`src/rtl/bp_stream_arb_pkg.sv`:
```
// Shared types for the stream MMIO arbiter: issue FSM states and the
// outstanding-command tag recorded per issued command.
package bp_stream_arb_pkg;

  // Wide enough for the largest supported requester count (8).
  localparam int bp_stream_arb_id_width_gp = 3;

  typedef enum logic [1:0] {e_idle, e_addr, e_data} bp_stream_arb_state_e;

  typedef struct packed {
    logic [bp_stream_arb_id_width_gp-1:0] id;
    logic                                 wr;
  } bp_stream_arb_tag_s;

endpackage

```
`src/rtl/bp_stream_arb_tag_queue.sv`:
```
// In-order FIFO of issued-command tags; head selects where the next
// response is routed.
module bp_stream_arb_tag_queue
  import bp_stream_arb_pkg::*;
#(
  parameter int els_p = 16
) (
  input  logic               clk_i,
  input  logic               reset_n_i,
  input  logic               v_i,
  input  bp_stream_arb_tag_s data_i,
  input  logic               yumi_i,
  output bp_stream_arb_tag_s data_o,
  output logic               full_o,
  output logic               empty_o
);

  localparam int ptr_w_lp = $clog2(els_p);

  logic [ptr_w_lp-1:0] wptr_q, rptr_q;
  logic [ptr_w_lp:0]   cnt_q;
  bp_stream_arb_tag_s  mem_q [els_p];

  always_ff @(posedge clk_i or negedge reset_n_i) begin
    if (!reset_n_i) begin
      wptr_q <= '0;
      rptr_q <= '0;
      cnt_q  <= '0;
    end else begin
      if (v_i)    wptr_q <= wptr_q + 1'b1;
      if (yumi_i) rptr_q <= rptr_q + 1'b1;
      case ({v_i, yumi_i})
        2'b10:   cnt_q <= cnt_q + 1'b1;
        2'b01:   cnt_q <= cnt_q - 1'b1;
        default: cnt_q <= cnt_q;
      endcase
    end
  end

  // Storage needs no reset: the count alone decides what is valid.
  always_ff @(posedge clk_i) begin
    if (v_i) mem_q[wptr_q] <= data_i;
  end

  assign data_o  = mem_q[rptr_q];
  assign full_o  = (cnt_q == (ptr_w_lp+1)'(els_p));
  assign empty_o = (cnt_q == '0);

endmodule

```
`src/rtl/bp_stream_mmio_arbiter.sv`:
```
// Round-robin share of one MMIO stream link: each command goes out as an
// address beat then a data beat; responses return in issue order.
module bp_stream_mmio_arbiter
  import bp_stream_arb_pkg::*;
#(
  parameter int num_req_p           = 4,
  parameter int stream_data_width_p = 32,
  parameter int tag_els_p           = 16
) (
  input  logic                                         clk_i,
  input  logic                                         reset_n_i,
  input  logic [num_req_p-1:0]                         req_v_i,
  input  logic [num_req_p-1:0]                         req_wr_i,
  input  logic [num_req_p*stream_data_width_p-1:0]     req_addr_i,
  input  logic [num_req_p*stream_data_width_p-1:0]     req_data_i,
  output logic [num_req_p-1:0]                         req_yumi_o,
  output logic                                         stream_v_o,
  output logic [stream_data_width_p-1:0]               stream_data_o,
  input  logic                                         stream_yumi_i,
  input  logic                                         stream_v_i,
  input  logic [stream_data_width_p-1:0]               stream_data_i,
  output logic                                         stream_ready_o,
  output logic [num_req_p-1:0]                         resp_v_o,
  output logic [stream_data_width_p-1:0]               resp_data_o,
  input  logic [num_req_p-1:0]                         resp_yumi_i
);

  localparam int id_w_lp = $clog2(num_req_p);
  localparam int w_lp    = stream_data_width_p;

  bp_stream_arb_state_e     state_q;
  logic [id_w_lp-1:0]       grant_q, rr_ptr_q, grant_d;
  logic                     wr_q, grant_v;
  logic [w_lp-1:0]          data_q;
  logic                     push, pop, full, empty;
  bp_stream_arb_tag_s       tag_in, head;
  logic [num_req_p-1:0]     head_oh;

  // Round-robin search starting at rr_ptr_q; first valid requester wins.
  always_comb begin
    int idx;
    grant_v = 1'b0;
    grant_d = rr_ptr_q;
    for (int i = 0; i < num_req_p; i++) begin
      idx = int'(rr_ptr_q) + i;
      if (idx >= num_req_p) idx = idx - num_req_p;
      if (!grant_v && req_v_i[idx]) begin
        grant_v = 1'b1;
        grant_d = id_w_lp'(idx);
      end
    end
  end

  // Beat register holds whatever is on the wire, so stream outputs never
  // depend on stream_yumi_i.
  always_ff @(posedge clk_i or negedge reset_n_i) begin
    if (!reset_n_i) begin
      state_q  <= e_idle;
      grant_q  <= '0;
      rr_ptr_q <= '0;
      wr_q     <= 1'b0;
      data_q   <= '0;
    end else begin
      case (state_q)
        e_idle: if (grant_v && !full) begin
          grant_q <= grant_d;
          wr_q    <= req_wr_i[grant_d];
          data_q  <= req_addr_i[int'(grant_d)*w_lp +: w_lp];
          state_q <= e_addr;
        end
        e_addr: if (stream_yumi_i) begin
          data_q  <= wr_q ? req_data_i[int'(grant_q)*w_lp +: w_lp] : '0;
          state_q <= e_data;
        end
        e_data: if (stream_yumi_i) begin
          data_q   <= '0;
          rr_ptr_q <= (grant_q == id_w_lp'(num_req_p-1)) ? '0 : grant_q + 1'b1;
          state_q  <= e_idle;
        end
        default: state_q <= e_idle;
      endcase
    end
  end

  assign stream_v_o    = (state_q != e_idle);
  assign stream_data_o = data_q;
  assign push          = (state_q == e_data) && stream_yumi_i;

  always_comb begin
    req_yumi_o = '0;
    if (push) req_yumi_o[grant_q] = 1'b1;
  end

  always_comb begin
    tag_in    = '0;
    tag_in.id = bp_stream_arb_id_width_gp'(grant_q);
    tag_in.wr = wr_q;
  end

  bp_stream_arb_tag_queue #(.els_p(tag_els_p)) tag_queue (
    .clk_i     (clk_i),
    .reset_n_i (reset_n_i),
    .v_i       (push),
    .data_i    (tag_in),
    .yumi_i    (pop),
    .data_o    (head),
    .full_o    (full),
    .empty_o   (empty)
  );

  always_comb begin
    for (int i = 0; i < num_req_p; i++)
      head_oh[i] = !empty && (head.id == bp_stream_arb_id_width_gp'(i));
  end

  // Writes answer locally; reads pass the inbound beat straight through.
  always_comb begin
    resp_v_o       = '0;
    resp_data_o    = '0;
    stream_ready_o = 1'b0;
    pop            = 1'b0;
    if (!empty) begin
      if (head.wr) begin
        resp_v_o = head_oh;
        pop      = |(head_oh & resp_yumi_i);
      end else begin
        resp_v_o       = stream_v_i ? head_oh : '0;
        resp_data_o    = stream_data_i;
        stream_ready_o = |(head_oh & resp_yumi_i);
        pop            = stream_v_i && stream_ready_o;
      end
    end
  end

endmodule

```
`config.mk`:
```
export PLATFORM = sky130hd
export DESIGN_NAME = bp_stream_mmio_arbiter
export DESIGN_NICKNAME = d
export VERILOG_FILES = /design/src/rtl/bp_stream_arb_pkg.sv /design/src/rtl/bp_stream_arb_tag_queue.sv /design/src/rtl/bp_stream_mmio_arbiter.sv
export SDC_FILE = /design/constraint.sdc
export NUM_CORES = 1
export LEC_CHECK = 0
export ABC_AREA = 0
export CAP_MARGIN = 20
export CORE_AREA = 2 2 147 149
export CTS_CLUSTER_SIZE = 30
export DETAILED_ROUTE_END_ITERATION = 8
export DIE_AREA = 0 0 149 151
export PLACE_DENSITY = 0.81
export SYNTH_ARGS = -nofsm -noshare
export SYNTH_HDL_FRONTEND = slang
export SYNTH_SLANG_ARGS = --single-unit
export TNS_END_PERCENT = 20
```
`constraint.sdc`:
```
create_clock -name clk_i -period 4.25 [get_ports clk_i]
set_input_delay 0.85 -clock clk_i [delete_from_list [all_inputs] [get_ports clk_i]]
set_output_delay 0.85 -clock clk_i [all_outputs]
set_load 0.02 [all_outputs]
```
==> impl_metrics.tcl, run 1 <==
set metrics [dict create \
    ys_ff_latch 100 \
    ir_worst_vdd_v 0.0002936 \
    synth_cell_types 44 \
    clkLatencyLatePin_ps 350 \
    start_kind "flip-flop" \
    grtUsageTotal 0.2161 \
    cts_tree "done" \
    min_period_ps 3855 \
    cts_sinks 100 \
    ant_nets 0 \
    io_pins 378 \
    worstSetupPathType "flip-flop to primary output" \
    ctsResizeCount 0 \
    fin_area_sq_mm 0.01107 \
    fin_tns_setup_ps 0 \
    maxSlewHeadroom 0.4877 \
    skew_ps 8.583 \
    dieHeight_um 151 \
    hold_path.class "flip-flop to flip-flop" \
    first_pass_iters 4 \
    rsz0062_at_grt "no" \
    crit_arrival_ps 3010 \
    final_cell_mix "clkdlybuf4s50_1 (375), nand2_1 (113), nor2_1 (51)" \
    final_max_slew_viol_count 0 \
    holdWs_ps 500.4 \
    grt-ovfl-total 0 \
    h-tree-depth 3 \
    clockBufferDepth 2 \
    dominantRegCellSynth "dfrtp_1" \
    syn_area_per_cell_sq_um 10.32 \
    route.detailed.drc 0 \
    cts_root_buffer "clkbuf_16" \
    wl_per_cell_um 19.50 \
    grt_pass1_vias 6672 \
    synth_edf_count 48 \
    path_clk_slew_ps 70 \
    via_count 6690 \
    worst_slack_ps 394.8 \
    cp.required_ps 3400 \
    grt_max_degree 68 \
    power_density_mw_per_mm2 652.7 \
    synth_cells 653 \
    outcome "finished clean" \
    post-route-util 0.5318 \
    gp_congestion 0.8519 \
    syn_nets 976 \
    async_flop_share 0.5200 \
    cts_inserted_buffers 9 \
    dp_slack_ps 416.5 \
    drive_gt1_frac 0.09335 \
    period_share 0.9071 \
    cp-end-kind "primary output" \
    vias_per_cell 5.210 \
    crit_path_max_fanout 32 \
    grt_pass1_wl_um 36940 \
    hold_viol 0 \
    nets 1325 \
    layout_commonest_cell "clkdlybuf4s50_1" \
    wl_um 25040 \
    hpwlAfterDp_um 20470 \
    maxCapViolations 0 \
    postPlaceCellArea_sq_mm 0.01078 \
    fp.dieW_um 149 \
    cts_hold_buf 0 \
    syn_area_sq_mm 0.006738 \
    yosysWarnings 0 \
    antenna_found_initial 1 \
    cts_setup_buffers 0 \
    tightestPinTransition_ps 768.5 \
    die_area_sq_mm 0.02250 \
    syn_to_final_growth_pct 64.36 \
    port_buffers 377 \
    ys_seq_area_frac 0.4071 \
    initialDrtViolationCount 323 \
    p_leak_uw 0.004223 \
    fmax_ghz 0.2594 \
    core-area_sq_mm 0.02082 \
    finalSetupViolCount 0 \
    start_util 0.3236 \
    row_count 53 \
]
-- worst paths after layout --
| path | slack (ps) | endpoint | startpoint | cells after the start |
|---|---|---|---|---|
| min in group asynchronous | 580 | stream_data_o[22] | reset_n_i | 1 |
| min reg2reg | 500 | tag_queue.cnt_q[4] | tag_queue.cnt_q[4] | 1 |
| min | 500 | tag_queue.cnt_q[4] | tag_queue.cnt_q[4] | 1 |
| max reg2reg | 570 | tag_queue.cnt_q[4] | tag_queue.rptr_q[2] | 15 |
| max in group asynchronous | 2840 | stream_data_o[16] | reset_n_i | 2 |
| max | 390 | resp_data_o[18] | tag_queue.rptr_q[0] | 7 |
-- through the flow --
| stage | total power [uW] | instances |
|---|---|---|
| final | 7228 | 1284 |
| after global routing | 7759 | 1282 |
| after CTS | 7305 | 1282 |
| after detailed placement | 6494 | 1266 |
| after global placement | 6359 | 1266 |
| after floorplan | 4683 | 653 |
-- logic make-up (layout without fill, tap and decap cells) --
logic type                 Yosys count  in the layout  share of synthesized area
buffers and inverters               74            428                    0.04364
AOI/OAI and AO/OA                  125            125                     0.1437
other                                0              2                          0
adders and majority gates           19             19                    0.03640
and+or+nand+nor                    268            268                     0.1864
muxes                               56             56                     0.1684
xor gates and xnor gates            11             11                    0.01430
DFF                                100            100                     0.4071
-- cell usage after synthesis, types with 2 or more instances --
library cell  instances  area [sq um]
a211oi_1             33         247.7
a21o_1                2         15.01
a21oi_1               5         25.02
a311o_1              32         320.3
a31oi_1              34         212.7
a32o_1                2         20.02
and2_1               35         219.0
and3_1               41         256.5
buf_1                 2         7.510
buf_2                10         50.05
clkbuf_1             44         165.2
dfrtp_1              52          1301
edfxtp_1             48          1441
ha_1                 18         225.2
inv_1                17         63.81
mux2_2                5         56.30
mux2_4                2         30.03
mux2i_1               5         50.05
mux4_1                2         52.55
mux4_2               42         945.9
nand2_1             114         427.9
nand2b_1              3         18.77
nand4_1               3         18.77
nor2_1               52         195.2
nor2b_1               5         31.28
nor3_1                9         45.04
nor3b_1               2         15.01
nor4_1                2         12.51
o211ai_2              2         25.02
o21ai_0               4         20.02
o21ai_1               2         10.01
o21bai_1              2         15.01
o22ai_1               2         12.51
xnor2_1               8         70.07
xor2_1                3         26.28
-- state kept, by name, summed over array words and instances (netlist names) --
signal,flops
tag_queue.mem_q,48
stream_data_o,32
tag_queue.cnt_q,5
tag_queue.rptr_q,4
tag_queue.wptr_q,4
grant_q,2
rr_ptr_q,2
state_q,2
wr_q,1
-- power by group --
part | internal [uW] | switching (uW) | leakage [uW]
Combinational | 2290 | 2450 | 0.00303
Clock | 405 | 381 | 0.000135
Sequential | 1380 | 320 | 0.00105
Total | 4080 | 3150 | 0.00422
-- final cells by class --
type	count	area (sq um)
Fill cell	1865	9748
Timing Repair Buffer	395	3919
Multi-Input combinational cell	479	3715
Sequential cell	100	2749
Tap cell	275	344.1
Clock buffer	10	229.0
Inverter	17	63.81
Clock inverter	6	50.05
Antenna cell	2	5.005
-- per-layer routing --
| metal | GRT usage | part of all wire |
|---|---|---|
| met4 | 0.07857 | 0.031 |
| met1 | 0.2562 | 0.37 |
| met5 | 0 | 0.00052 |
| met2 | 0.3714 | 0.50 |
| met3 | 0.06596 | 0.094 |
-- critical path, stage by stage, from the launching register on --
cell             delay, ps
dfrtp_2                550
mux4_2                 560
mux2i_1                230
mux2i_1                190
nor2_1                 120
buf_4                  250
and2_1                 160
clkdlybuf4s50_1        600
Note: power is estimated with default switching activity, not from simulation.
==> inputs of run 2 (changes only) <==
--- a/config.mk
+++ b/config.mk
@@ -7,11 +7,13 @@
 export LEC_CHECK = 0
 export ABC_AREA = 0
 export CAP_MARGIN = 20
-export CORE_AREA = 2 2 147 149
+export CORE_AREA = 2 2 148 150
 export CTS_CLUSTER_SIZE = 30
 export DETAILED_ROUTE_END_ITERATION = 8
-export DIE_AREA = 0 0 149 151
-export PLACE_DENSITY = 0.81
+export DIE_AREA = 0 0 150 152
+export GPL_ROUTABILITY_DRIVEN = 0
+export PLACE_DENSITY = 0.8
+export SLEW_MARGIN = 10
 export SYNTH_ARGS = -nofsm -noshare
 export SYNTH_HDL_FRONTEND = slang
 export SYNTH_SLANG_ARGS = --single-unit
==> impl_metrics.tcl, run 2 (synthesis results as in run 1) <==
set metrics [dict create \
    fin_tns_setup_ps 0 \
    p_total_uw 7254 \
    ctsResizeCount 0 \
    vias_per_cell 5.227 \
    hold_path.class "flip-flop to flip-flop" \
    syn_to_final_growth_pct 64.46 \
    postPlaceCellArea_sq_mm 0.01078 \
    worstRegToRegCells 15 \
    io_pins 378 \
    worstSetupPathType "flip-flop to primary output" \
    fmax_ghz 0.2458 \
    p_leak_uw 0.004208 \
    cts_inserted_buffers 9 \
    start_util 0.3156 \
    cpPeakStageDelay_ps 630 \
    port_buffers 377 \
    maxSlewHeadroom 0.4595 \
    row_count 54 \
    grt_max_degree 68 \
    r2r_slack_ps 530 \
    power_density_mw_per_mm2 654.6 \
    fin_area_sq_mm 0.01108 \
    drive_gt1_frac 0.08765 \
    hpwlAfterDp_um 19910 \
    route.detailed.drc 0 \
    grt-ovfl-total 0 \
    start_kind "flip-flop" \
    critPathLaunch "tag_queue.rptr_q[1]" \
    finalSetupViolCount 0 \
    hold_path.startpoint "tag_queue.cnt_q[4]" \
    min_period_ps 4068 \
    skew_ps 7.955 \
    wl_per_cell_um 19.18 \
    dieHeight_um 152 \
    cp-end-kind "primary output" \
    via_count 6727 \
    tightestPinTransition_ps 810.7 \
    largest_reg_flops 48 \
    path_cells "mux4_2 -> mux2_2 -> mux2_4 -> o211ai_2 -> nand2_1 -> nor3_1 -> clkdlybuf4s50_1" \
    initialDrtViolationCount 433 \
    clkLatencyLatePin_ps 350 \
    clockBufferDepth 2 \
    path_clk_slew_ps 70 \
    crit_path_max_fanout 8 \
    maxCapViolations 0 \
    die_area_sq_mm 0.02280 \
    hold_viol 0 \
    layout_commonest_cell "clkdlybuf4s50_1" \
    wl_um 24690 \
    holdWs_ps 504.1 \
    r2r-start "tag_queue.rptr_q[1]" \
    cts_root_buffer "clkbuf_16" \
    crit_arrival_ps 3220 \
    cp.required_ps 3400 \
    first_pass_iters 5 \
    cts_sinks 100 \
    ir_worst_vdd_v 0.0003138 \
    crit_path_end "stream_ready_o" \
    cts_hold_buf 0 \
    grt_pass1_vias 6694 \
    outcome "finished clean" \
    h-tree-depth 3 \
    final_cell_mix "clkdlybuf4s50_1 (376), nand2_1 (113), nor2_1 (51)" \
    rsz0062_at_grt "no" \
    r2r-end "tag_queue.cnt_q[4]" \
    ant_nets 0 \
    antenna_found_initial 3 \
    period_share 0.9572 \
    fp.dieW_um 150 \
    final_max_slew_viol_count 0 \
    core-area_sq_mm 0.02135 \
    cp_slowest_cell "clkdlybuf4s50_1" \
    nets 1322 \
    largest_register "tag_queue.mem_q" \
    grtUsageTotal 0.2108 \
    cts_setup_buffers 0 \
    cts_tree "done" \
    grt_pass1_wl_um 36620 \
]
==> run 2: changes by cell type in the layout (fill, tap and decap cells not counted), sizes merged <==
cell,delta
buf,-3
inv,+2
clkbuf,-1
clkdlybuf4s50,+1
clkinv,-1
diode,+1
dlymetal6s2s,-1
==> run 2: worst max-delay path: cells and delay by family, from the launching register on <==
kind            cells  cell delay (ps)
mux                 3             1180
buf+inv             1              630
flops               1              590
compound gates      1              240
simple gates        2              220
==> run 2: routing by layer <==
| metal | share of wire | GRT usage | vias to the layer above |
|---|---|---|---|
| met5 | 0 | 0 | - |
| met4 | 0.025 | 0.07008 | 0 |
| met3 | 0.091 | 0.06216 | 33 |
| met2 | 0.52 | 0.3788 | 354 |
| met1 | 0.36 | 0.2363 | 3206 |
| li1 | - | - | 3134 |
==> run 2: per-stage QoR <==
step / std cells / util / setup WS [ps]
6_report: 1287 / 0.5190 / 182.1
5_1_grt: 1287 / 0.5190 / 9.476
4_1_cts: 1284 / 0.5186 / 153.3
3_5_place_dp: 1268 / 0.5049 / 539.6
3_3_place_gp: 1268 / 0.5049 / 628.8
2_1_floorplan: 653 / - / 973.5
==> run 2: power by group <==
| part | leakage, uW | internal, uW | switching [uW] |
|---|---|---|---|
| sequential | 0.00106 | 1380 | 292 |
| combinational | 0.00301 | 2290 | 2480 |
| clock | 0.000141 | 413 | 397 |
==> run 2: cell type report <==
class                   instances  area [sq um]
fillers                      1926         10270
diodes                          3         7.507
multi-input cells             479          3715
repair buffers                392          3906
inverters                      17         63.81
well taps                     280         350.3
flip-flops and latches        100          2745
clock inverters                 7         67.56
clock buffers                   9         225.2
==> run 2: worst min path at each step <==
stage	endpoint	cells past startpoint
after floorplan	tag_queue.cnt_q[4]	1
after global placement	tag_queue.cnt_q[4]	1
after detailed placement	tag_queue.cnt_q[4]	1
after CTS	tag_queue.cnt_q[4]	1
after global routing	tag_queue.cnt_q[4]	1
final	tag_queue.cnt_q[4]	1
